===== src/rtl/edge_detect_pkg.sv =====
// Shared types and default sizing for the edge detector bank.
package edge_detect_pkg;

  typedef enum logic [1:0] {
    EDGE_OFF  = 2'b00,
    EDGE_RISE = 2'b01,
    EDGE_FALL = 2'b10,
    EDGE_BOTH = 2'b11
  } edge_mode_t;

  localparam int DEF_CHANNELS        = 8;
  localparam int DEF_SYNC_STAGES     = 2;
  localparam int DEF_DEBOUNCE_CYCLES = 4;

endpackage


===== src/rtl/edge_detect_channel.sv =====
// One input channel: synchroniser, debounce filter, edge qualification,
// registered edge pulse and sticky/overflow event flags.
module edge_detect_channel
  import edge_detect_pkg::*;
#(
  parameter int SYNC_STAGES     = DEF_SYNC_STAGES,
  parameter int DEBOUNCE_CYCLES = DEF_DEBOUNCE_CYCLES
) (
  input  logic       clk,
  input  logic       rst_n,
  input  logic       sig_in,
  input  edge_mode_t mode,
  input  logic       clr,
  output logic       level,
  output logic       edg,
  output logic       sticky,
  output logic       overflow
);

  localparam int CW = $clog2(DEBOUNCE_CYCLES + 1);
  localparam logic [CW-1:0] CNT_LAST = CW'(DEBOUNCE_CYCLES - 1);

  logic [SYNC_STAGES-1:0] sync_q, sync_d;
  logic [CW-1:0]          cnt_q, cnt_d;
  logic                   level_q, level_d;
  logic                   edg_q, edg_d;
  logic                   sticky_q, sticky_d;
  logic                   ovf_q, ovf_d;
  logic                   sy;
  logic                   ev;

  assign sy = sync_q[SYNC_STAGES-1];

  // Next-state: shift synchroniser, run debounce count, qualify accepted
  // transitions against mode, update event flags (event beats clear).
  always_comb begin
    sync_d   = {sync_q[SYNC_STAGES-2:0], sig_in};
    cnt_d    = cnt_q;
    level_d  = level_q;
    sticky_d = sticky_q;
    ovf_d    = ovf_q;
    ev       = 1'b0;

    if (sy == level_q) begin
      cnt_d = '0;
    end else if (cnt_q == CNT_LAST) begin
      level_d = sy;
      cnt_d   = '0;
      case (mode)
        EDGE_RISE: ev = sy;
        EDGE_FALL: ev = ~sy;
        EDGE_BOTH: ev = 1'b1;
        default:   ev = 1'b0;
      endcase
    end else begin
      cnt_d = cnt_q + 1'b1;
    end

    edg_d = ev;

    if (ev && sticky_q && !clr) begin
      ovf_d = 1'b1;
    end else if (ev) begin
      sticky_d = 1'b1;
      if (clr) ovf_d = 1'b0;
    end else if (clr) begin
      sticky_d = 1'b0;
      ovf_d    = 1'b0;
    end
  end

  // State registers with synchronous active-low reset.
  always_ff @(posedge clk) begin
    if (!rst_n) begin
      sync_q   <= '0;
      cnt_q    <= '0;
      level_q  <= 1'b0;
      edg_q    <= 1'b0;
      sticky_q <= 1'b0;
      ovf_q    <= 1'b0;
    end else begin
      sync_q   <= sync_d;
      cnt_q    <= cnt_d;
      level_q  <= level_d;
      edg_q    <= edg_d;
      sticky_q <= sticky_d;
      ovf_q    <= ovf_d;
    end
  end

  assign level    = level_q;
  assign edg      = edg_q;
  assign sticky   = sticky_q;
  assign overflow = ovf_q;

endmodule


===== src/rtl/edge_detect_bank.sv =====
// Bank of independent edge detector channels with a combined event flag.
module edge_detect_bank
  import edge_detect_pkg::*;
#(
  parameter int CHANNELS        = DEF_CHANNELS,
  parameter int SYNC_STAGES     = DEF_SYNC_STAGES,
  parameter int DEBOUNCE_CYCLES = DEF_DEBOUNCE_CYCLES
) (
  input  logic                  clk,
  input  logic                  rst_n,
  input  logic [CHANNELS-1:0]   sig_in,
  input  logic [2*CHANNELS-1:0] mode,
  input  logic [CHANNELS-1:0]   clr,
  output logic [CHANNELS-1:0]   level,
  output logic [CHANNELS-1:0]   edg,
  output logic [CHANNELS-1:0]   sticky,
  output logic [CHANNELS-1:0]   overflow,
  output logic                  any_edg
);

  for (genvar i = 0; i < CHANNELS; i++) begin : g_ch
    edge_detect_channel #(
      .SYNC_STAGES    (SYNC_STAGES),
      .DEBOUNCE_CYCLES(DEBOUNCE_CYCLES)
    ) u_ch (
      .clk     (clk),
      .rst_n   (rst_n),
      .sig_in  (sig_in[i]),
      .mode    (edge_mode_t'(mode[2*i +: 2])),
      .clr     (clr[i]),
      .level   (level[i]),
      .edg     (edg[i]),
      .sticky  (sticky[i]),
      .overflow(overflow[i])
    );
  end

  assign any_edg = |edg;

endmodule


===== config.mk =====
export PLATFORM = sky130hd
export DESIGN_NAME = edge_detect_bank
export DESIGN_NICKNAME = d
export VERILOG_FILES = /design/src/rtl/edge_detect_pkg.sv /design/src/rtl/edge_detect_channel.sv /design/src/rtl/edge_detect_bank.sv
export SDC_FILE = /design/constraint.sdc
export NUM_CORES = 1
export LEC_CHECK = 0
export CAP_MARGIN = 20
export CORE_MARGIN = 8
export CORE_UTILIZATION = 50
export DETAILED_ROUTE_END_ITERATION = 8
export GPL_TIMING_DRIVEN = 0
export PLACE_DENSITY = 0.79
export SETUP_SLACK_MARGIN = 0.2
export SLEW_MARGIN = 20
export SYNTH_ARGS = -nofsm -noshare
export SYNTH_HDL_FRONTEND = slang
export SYNTH_SLANG_ARGS = --single-unit

===== constraint.sdc =====
create_clock -name clk -period 2.6 [get_ports clk]
set_clock_uncertainty 0.15 [all_clocks]
set_input_delay 0.78 -clock clk [delete_from_list [all_inputs] [get_ports clk]]
set_output_delay 0.78 -clock clk [all_outputs]
set_load 0.005 [all_outputs]

==> out/summary.txt <==
Status = finished, final reports clean
TritonCTS clock tree = yes
Multi-input logic area = 0.00113 mm²
# fillers = 476
Hold Crit Endpoint = g_ch[0].u_ch.cnt_q[0]
DR vias = 2105
Most frequent cell after synthesis = dfxtp_1
Mux share of post-synthesis cell area = 0.0272
CP endpoint kind = output port
CTS sink count = 72
Die area = 0.00860 mm²
Post-synthesis adder-cell area fraction = 0.0680
Drt drc = 0
FF+latch count, synth = 72
Final setup fails = 0
Vias in the first global route = 2205
Post-DP HPWL = 4.42 mm
Synth Area in Simple Gates = 0.216
Detailed router's first-iteration violation count = 51
Req. time, crit path = 1.67 ns
Max_cap viols = 0
Setup CP Type = flop to output port
Post-route setup TNS = 0 ns
Worst Tran Pin Value = 0.466 ns
Area leader, netlist = dfxtp_1
Hold Crit Depth = 1
Antenna Nets Post-Route = 0
Synth Area in XOR/XNOR = 0.0238
I/O Pins = 67
Nets = 416
Die W = 92.7 µm
Share of the synthesized area in the top cell type = 0.490
P&R area growth vs syn = 34.1%
Async set-reset flop share out of synthesis = 0
Critical path fanouts, max = 5
TritonCTS Buffers = 9
Cells after synthesis = 290
Core ar. = 0.00582 mm²
Antenna violations before repair = 0
Period utilization = 0.891
Synth warnings = 0
Via/cell ratio = 4.72
Global-route wire length before repair = 10.1 mm
CP max stage delay = 0.49 ns
Max-slew violation count = 0
Port bufs = 65
H-tree depth = 3
Largest family of logic cells by synthesized area = simple AND/OR/NAND/NOR gates
Post-synth EDFFs = 0
Reg2Reg Depth = 5
Ant. Diodes = 0
Tmin final = 2.32 ns
Max clock buf depth = 2
Die height = 92.7 µm
DR pass1 iterations = 4
Skew-Pair Late Insertion Delay = 0.34 ns
Register area = 0.00144 mm²
Hold path startpoint = g_ch[0].u_ch.cnt_q[0]
Cells along the critical path = buf_4 > clkdlybuf4s50_1
Worst Path Buf+Inv = 2
Reg clk slew, reported paths = 0.08 ns
Cell area after synthesis = 0.00294 mm²
Fraction of layout instances using a drive strength above 1 = 0.148
Worst R2R Start = g_ch[5].u_ch.cnt_q[0]
Static leakage = 1.73 nW
R2R Setup Slk = 1.14 ns
Syn_nets = 340
Pwr dens = 585 mW/mm²
Crit start category = flop
Total gr overflow = 0
Slew HR = 0.690
Fmax = 432 MHz
Worst EP arrival = 1.39 ns
Yosys cell types = 19
FP Rows = 28
Final hold viol count = 0
Register area share after synthesis = 0.490
Gpl congestion = 0.686
Initial Util = 0.506
Post-Route Utilization = 0.679
Wire length per cell = 13.4 µm
Prevailing post-synth register cell = dfxtp_1
Hold WC Path Type = flop to flop
Synth Area per Inst = 10.2 µm²
Unrepaired setup endpoints after global routing = false
Peak supply drop = 0.000407 V
Post-synth top cells = dfxtp_1 (72), buf_4 (32), and2_1 (24), inv_1 (24), nor2_1 (24)
Compound-cell area share of the yosys netlist = 0.0476
Pin count of the biggest net entering global routing = 13
Root Buffer Master = clkbuf_8
Crit-path slowest cell = clkdlybuf4s50_1
Largest delay share family, worst path = buffers and inverters
Gr usage total = 0.151
Final WL = 5.99 mm
Synth area leaders = dfxtp_1 (49%), buf_4 (8.2%), ha_1 (6.8%)
R2R Path End = g_ch[5].u_ch.overflow
==> where the power goes <==
group	internal [mW]	switching, mW	total, mW
combinational	0.0620	0.0395	0.101
clock	0.688	0.396	1.08
sequential	1.12	0.00839	1.13
total	1.87	0.444	2.31
==> sequential cells by signal, indices dropped and copies added, names as in the netlist <==
| name | cells |
|---|---|
| g_ch.u_ch.level | 8 |
| g_ch.u_ch.edg | 8 |
| g_ch.u_ch.overflow | 8 |
| g_ch.u_ch.sync_q | 16 |
| g_ch.u_ch.cnt_q | 24 |
| g_ch.u_ch.sticky | 8 |
==> how the worst max path moves through the flow <==
stage,from,end,cells past startpoint
final,g_ch[3].u_ch.level,level[3],2
after global routing,g_ch[5].u_ch.level,level[5],2
after floorplan,rst_n,g_ch[4].u_ch.overflow,4
after CTS,g_ch[2].u_ch.level,level[2],2
after global placement,g_ch[4].u_ch.edg,any_edg,3
after detailed placement,g_ch[4].u_ch.edg,any_edg,3
==> cell type report <==
class	instances	area share
buffer	39	0.0722
clock buffer	11	0.0383
clock inverter	5	0.0260
inverter	24	0.0228
multi-input combinational	155	0.287
sequential	72	0.365
tap	75	0.0238
timing repair buffer	65	0.164
==> routing by layer <==
metal | GRT usage | share of wire
met5 | 0 | 0
met4 | 0.0832 | 0.022
met3 | 0.0469 | 0.053
met2 | 0.254 | 0.47
met1 | 0.166 | 0.46
==> kinds of logic (layout without fill, tap and decap cells) <==
family / count (synthesis) / after routing
compound gates: 16 / 16
xor+xnor: 8 / 8
fa+ha+maj: 16 / 16
buf+inv: 63 / 144
flops: 72 / 72
mux: 8 / 8
simple gates: 107 / 107
==> timing repair <==
action	CTS	global route
hold buffers	0	0
endpoints found under the setup margin	1	1
gates resized for setup	2	1
pin swaps	1	0
buffers inserted	0	0
==> stage by stage <==
| step | instance area, µm² | hold slack (ns) | setup slack (ns) | std cells | total power [mW] |
|---|---|---|---|---|---|
| 3_3_place_gp | 3690 | 0.257 | 0.494 | 430 | 1.25 |
| 4_1_cts | 3950 | 0.272 | 0.260 | 446 | 2.34 |
| 6_report | 3950 | 0.266 | 0.283 | 446 | 2.31 |
| 2_1_floorplan | 2940 | 0.249 | 0.966 | 290 | 1.19 |
| 5_1_grt | 3950 | 0.292 | 0.221 | 446 | 2.40 |
| 3_5_place_dp | 3690 | 0.262 | 0.488 | 430 | 1.25 |
==> cells in the final DEF (no fill, tap or decap), types with 2 or more instances in the layout <==
cell and count:
bufinv_16 3, dfxtp_1 71, nand4b_1 16, a32o_1 8, inv_1 24, ha_1 16, and3_1 8, o21a_1 8
and2_1 24, buf_6 2, nand2_1 9, nor2_1 24, buf_2 3, clkdlybuf4s50_1 64, buf_4 32, mux2i_1 8
xor2_1 8, clkbuf_1 2, nor2b_1 16, clkbuf_8 11, nand3b_1 8
==> worst reg2reg max path: stages, from the launching register on <==
cell	delay (ns)
dfxtp_1	0.31
ha_1	0.19
ha_1	0.25
nand4b_1	0.13
nand2_1	0.11
a32o_1	0.21
Note: power is estimated with default switching activity, not from simulation.
